$ cat config.mk
export PLATFORM = sky130hd
export DESIGN_NAME = fetch_stage
export DESIGN_NICKNAME = d
export VERILOG_FILES = /design/src/rtl/fetch_stage.sv
export SDC_FILE = /design/constraint.sdc
export NUM_CORES = 1
export LEC_CHECK = 0
export ABC_CLOCK_PERIOD_IN_PS = 1900
export CAP_MARGIN = 10
export CORE_MARGIN = 4
export CORE_UTILIZATION = 40
export CTS_BUF_LIST = sky130_fd_sc_hd__clkbuf_4 sky130_fd_sc_hd__clkbuf_8 sky130_fd_sc_hd__clkbuf_16
export CTS_CLUSTER_DIAMETER = 120
export DETAILED_ROUTE_END_ITERATION = 10
export HOLD_SLACK_MARGIN = 0.12
export PLACE_DENSITY_LB_ADDON = 0.3
export SLEW_MARGIN = 30
export SYNTH_ARGS = -nofsm -noshare
export SYNTH_HDL_FRONTEND = slang
export SYNTH_SLANG_ARGS = --single-unit
$ cat constraint.sdc
create_clock -name clk -period 1.9 [get_ports clk]
set_input_delay 0.475 -clock clk [delete_from_list [all_inputs] [get_ports clk]]
set_output_delay 0.475 -clock clk [all_outputs]
set_load 0.01 [all_outputs]
$ cat src/rtl/fetch_stage.sv
// Instruction-fetch stage with the IF/ID pipeline register for the pipelined MIPS core.
// Owns the PC, redirects on EX branches and ID jumps, and honours hazard-unit stalls.
module fetch_stage #(
    parameter logic [31:0] RESET_PC = 32'h0040_0000
) (
    input  logic        clk,
    input  logic        reset,
    output logic [31:0] imem_addr,
    input  logic [31:0] imem_rdata,
    input  logic        stall,
    input  logic [1:0]  pcsrc,
    input  logic [31:0] id_rs_data,
    input  logic        ex_branch_taken,
    input  logic [31:0] ex_branch_target,
    output logic [31:0] id_instr,
    output logic [31:0] id_pc_plus4,
    output logic        id_valid,
    output logic [5:0]  id_opcode,
    output logic [5:0]  id_funct,
    output logic [31:0] fetch_count
);

    logic [31:0] pc;
    logic [31:0] pcPlus4;
    logic [31:0] jumpTarget;
    logic [31:0] jrTarget;
    logic [31:0] branchTarget;
    logic        takeJump;
    logic        takeJr;

    // Redirect targets are forced word aligned so the PC can never go misaligned.
    always_comb begin
        pcPlus4      = pc + 32'd4;
        jumpTarget   = {id_pc_plus4[31:28], id_instr[25:0], 2'b00};
        jrTarget     = {id_rs_data[31:2], 2'b00};
        branchTarget = {ex_branch_target[31:2], 2'b00};
        takeJump     = id_valid && (pcsrc == 2'b01);
        takeJr       = id_valid && (pcsrc == 2'b10);
    end

    assign imem_addr = pc;
    assign id_opcode = id_instr[31:26];
    assign id_funct  = id_instr[5:0];

    // Branch beats stall beats ID jumps; any redirect discards this cycle's fetch.
    always_ff @(posedge clk) begin
        if (reset) begin
            pc          <= RESET_PC;
            id_instr    <= 32'h0;
            id_pc_plus4 <= 32'h0;
            id_valid    <= 1'b0;
            fetch_count <= 32'h0;
        end else if (ex_branch_taken) begin
            pc       <= branchTarget;
            id_instr <= 32'h0;
            id_valid <= 1'b0;
        end else if (stall) begin
            pc       <= pc;
            id_valid <= id_valid;
        end else if (takeJump) begin
            pc       <= jumpTarget;
            id_instr <= 32'h0;
            id_valid <= 1'b0;
        end else if (takeJr) begin
            pc       <= jrTarget;
            id_instr <= 32'h0;
            id_valid <= 1'b0;
        end else begin
            pc          <= pcPlus4;
            id_instr    <= imem_rdata;
            id_pc_plus4 <= pcPlus4;
            id_valid    <= 1'b1;
            fetch_count <= fetch_count + 32'd1;
        end
    end

endmodule

==> results.yml <==
outcome:
  status: "finished, final reports clean"
drt:
  dr_total_vias: 6916
  vias_per_cell: 5.463
  wl_per_cell_microns: 18.20
  drtIter0Drc: 619
  drt_drc_violations_left: 0
  drt_wl_total_mm: 23.04
  dr.pass1.iters: 5
  ant_nets: 0
synthesis:
  avgSynthCellArea_sq_um: 8.236
  ys_ff_latch: 129
  synth_edf_count: 0
  async_flop_share_pct: 0
  syn_nets: 869
  synth.yosys.seq_area_share_pct: 41.04
  syn-instance-count: 764
  synthFlopType: "dfxtp_1"
  synth.yosys.warnings: 0
  synthesis.area_sq_um: 6292
  ys_types: 56
setup_path:
  cpLargestDelayFamily: "buffers and inverters"
  critPathArrivalTime_ns: 1.39
  r2r_slack_ns: 0.07
  crit_buf_inv: 1
  cp_max_fo: 4
  rr_endpoint: "fetch_count[30]"
  ff2ff_path_depth: 5
  cp_num_cells: 1
  cp_slowest_cell: "clkdlybuf4s50_1"
  r2r-start: "fetch_count[3]"
  worstSetupPathType: "register to output pin"
  max_stage_delay_ns: 0.57
  start_kind: "register"
  required_ns: 1.42
  path_cells: "clkdlybuf4s50_1"
  worstSetupEndpointType: "output pin"
power:
  p_leak_nw: 4.196
  power_density_nw_per_um2: 737.0
  total_power_mw: 7.489
  peakVddDrop_uv: 613.2
grt:
  grt_max_degree: 39
  antenna_found_initial: 0
  grt_pass1_vias: 6449
  track_usage_pct: 25.03
  overflow: 0
  grt_pass1_wl_mm: 35.38
timing:
  setup_viol: 0
  tightestPinTransition_ns: 0.4500
  slew_headroom_pct: 70.00
  fmax_mhz: 536.0
  whs_ns: 0.4072
  finalWorstSetupSlack_ns: 0.03417
  finalHoldViolCount: 0
  period_needed_ns: 1.866
  fin_tns_setup_ns: 0
  report.final.slew_viol_count: 0
  fin_worst_skew_ns: 0.004304
  period_share_pct: 98.20
  rsz0062_at_grt: "true"
cts:
  cts-root-buf: "clkbuf_16"
  insertion_delay_ns: 0.42
  cts.sinks: 129
  postCtsHoldBufs: 0
  cts_tree: "yes"
  clockBufferDepth: 2
  cts.clk_slew.worst_paths_ns: 0.06
  h-tree-depth: 4
  cts_inserted_buffers: 17
floorplanning:
  die_width_microns: 133.4
  rows: 45
  fp.dieH_microns: 133.4
  core-area_sq_um: 15310
  die_area_sq_um: 17800
  io_pins: 243
  start_util_pct: 41.09
place:
  place_area_sq_um: 9398
  dp_slack_ns: -0.4888
  gp_congestion: 0.9064
  port-buffer-count: 238
  dp_hpwl_mm: 17.37
  place_inst: 1231
cells_and_area:
  synthToLayoutAreaGrowth_pct: 61.50
  final_util_pct: 66.36
  finalInstanceArea_sq_um: 10160
  final_cells: 1266
  antenna_cells: 0
  drive_gt1_share_pct: 16.02
  fillCellCount: 1292
  final_nets: 1147
worst_hold_path:
  hp-class: "primary input to register"
  holdPathEnd: "imem_addr[22]"
  min_from: "reset"
  whs_path_depth: 3
run:
  drv_cap: 0
==> synthesized netlist by cell type (2+ instances only) <==
cell | count | area [sq um]
o31ai_1 | 2 | 15.01
nor4_1 | 3 | 18.77
buf_2 | 11 | 55.05
a221o_1 | 2 | 20.02
a31oi_1 | 3 | 18.77
a21o_1 | 3 | 22.52
xor2_1 | 22 | 192.7
a211oi_1 | 32 | 240.2
nand3_1 | 24 | 120.1
a211o_1 | 4 | 35.03
a22oi_1 | 32 | 240.2
nand2_1 | 54 | 202.7
buf_1 | 5 | 18.77
inv_1 | 17 | 63.81
nand3b_1 | 17 | 127.6
a21oi_1 | 59 | 295.3
nor2_1 | 99 | 371.6
o32ai_1 | 6 | 52.55
or3_1 | 12 | 75.07
o21ai_0 | 22 | 110.1
nor3_1 | 16 | 80.08
nand2b_1 | 2 | 12.51
and3_1 | 8 | 50.05
buf_4 | 15 | 112.6
and2_1 | 5 | 31.28
ha_1 | 3 | 37.54
mux2i_1 | 3 | 30.03
xnor2_1 | 25 | 219.0
clkbuf_1 | 42 | 157.7
dfxtp_1 | 129 | 2582
and3b_1 | 2 | 17.52
or4_1 | 2 | 15.01
nand4_1 | 21 | 131.4
nor2b_1 | 7 | 43.79
a22o_1 | 2 | 17.52
nand4_2 | 2 | 25.02
o22ai_1 | 9 | 56.30
and4_1 | 8 | 70.07
a221oi_1 | 17 | 148.9
==> routing by layer <==
layer	track usage, %	vias up	wire length, microns
met5	0	-	0
met4	6.343	0	422
met3	8.384	32	2182
met2	38.69	318	10420
met1	33.82	3249	10020
li1	-	3317	-
==> layout make-up <==
cell class / instances / area [sq um] / area share [%]
clock inverters: 15 / 192.7 / 1.896
clock buffers: 17 / 425.4 / 4.186
flip-flops and latches: 129 / 2611 / 25.70
inverters: 17 / 63.81 / 0.6279
repair buffers: 332 / 3254 / 32.02
multi-input cells: 545 / 3351 / 32.97
well taps: 211 / 264.0 / 2.598
==> kinds of logic after synthesis <==
kind of cell	share of synthesized area [%]
AOI/OAI and AO/OA	21.32
and+or+nand+nor	23.54
muxes	0.4773
buffers and inverters	6.482
adders and majority gates	0.5966
DFF	41.04
xor gates and xnor gates	6.542
==> sequential cells by signal (all words and copies together), names as in the netlist <==
register     count
fetch_count     32
id_instr        32
id_pc_plus4     32
id_valid         1
imem_addr       32
==> worst max-delay path by stage <==
stage / startpoint / end / slack, ns
after detailed placement: pcsrc[1] / fetch_count[26] / -0.49
after CTS: imem_addr[15] / imem_addr[15] / 0.0003
after floorplan: ex_branch_taken / fetch_count[26] / -0.05
final: id_instr[4] / id_funct[4] / 0.03
after global placement: pcsrc[1] / fetch_count[26] / -0.45
after global routing: fetch_count[3] / fetch_count[26] / -0.02
==> what timing repair did <==
item                                    CTS  global route
endpoints found under the setup margin   56            48
pin swaps                                 0             1
resized for setup                        31            50
setup buffers                             0             3
==> layout by cell type (no fill, tap or decap), types with 17 or more instances in the layout <==
| master | netlist | routed |
|---|---|---|
| a22oi_1 | 32 | 32 |
| dfxtp_2 | 0 | 20 |
| o21ai_0 | 22 | 21 |
| dfxtp_1 | 129 | 108 |
| clkdlybuf4s50_1 | 0 | 190 |
| nor2_1 | 99 | 98 |
| a21oi_1 | 59 | 57 |
| clkbuf_16 | 0 | 17 |
| nand4_1 | 21 | 21 |
| buf_4 | 15 | 81 |
| dlymetal6s2s_1 | 0 | 27 |
| nand3_1 | 24 | 24 |
| nand3b_1 | 17 | 17 |
| xnor2_1 | 25 | 25 |
| nand2_1 | 54 | 54 |
| inv_1 | 17 | 17 |
| xor2_1 | 22 | 21 |
| dlygate4sd2_1 | 0 | 18 |
| a221oi_1 | 17 | 17 |
| a211oi_1 | 32 | 32 |
==> where the power goes <==
group          internal [mW]  total, mW  leakage [nW]  switching (mW)
clock                   2.18       3.43         0.306            1.25
combinational          0.625       1.14          2.83           0.517
sequential              2.82       2.92          1.06          0.0971
(Power assumes the default switching activity.)
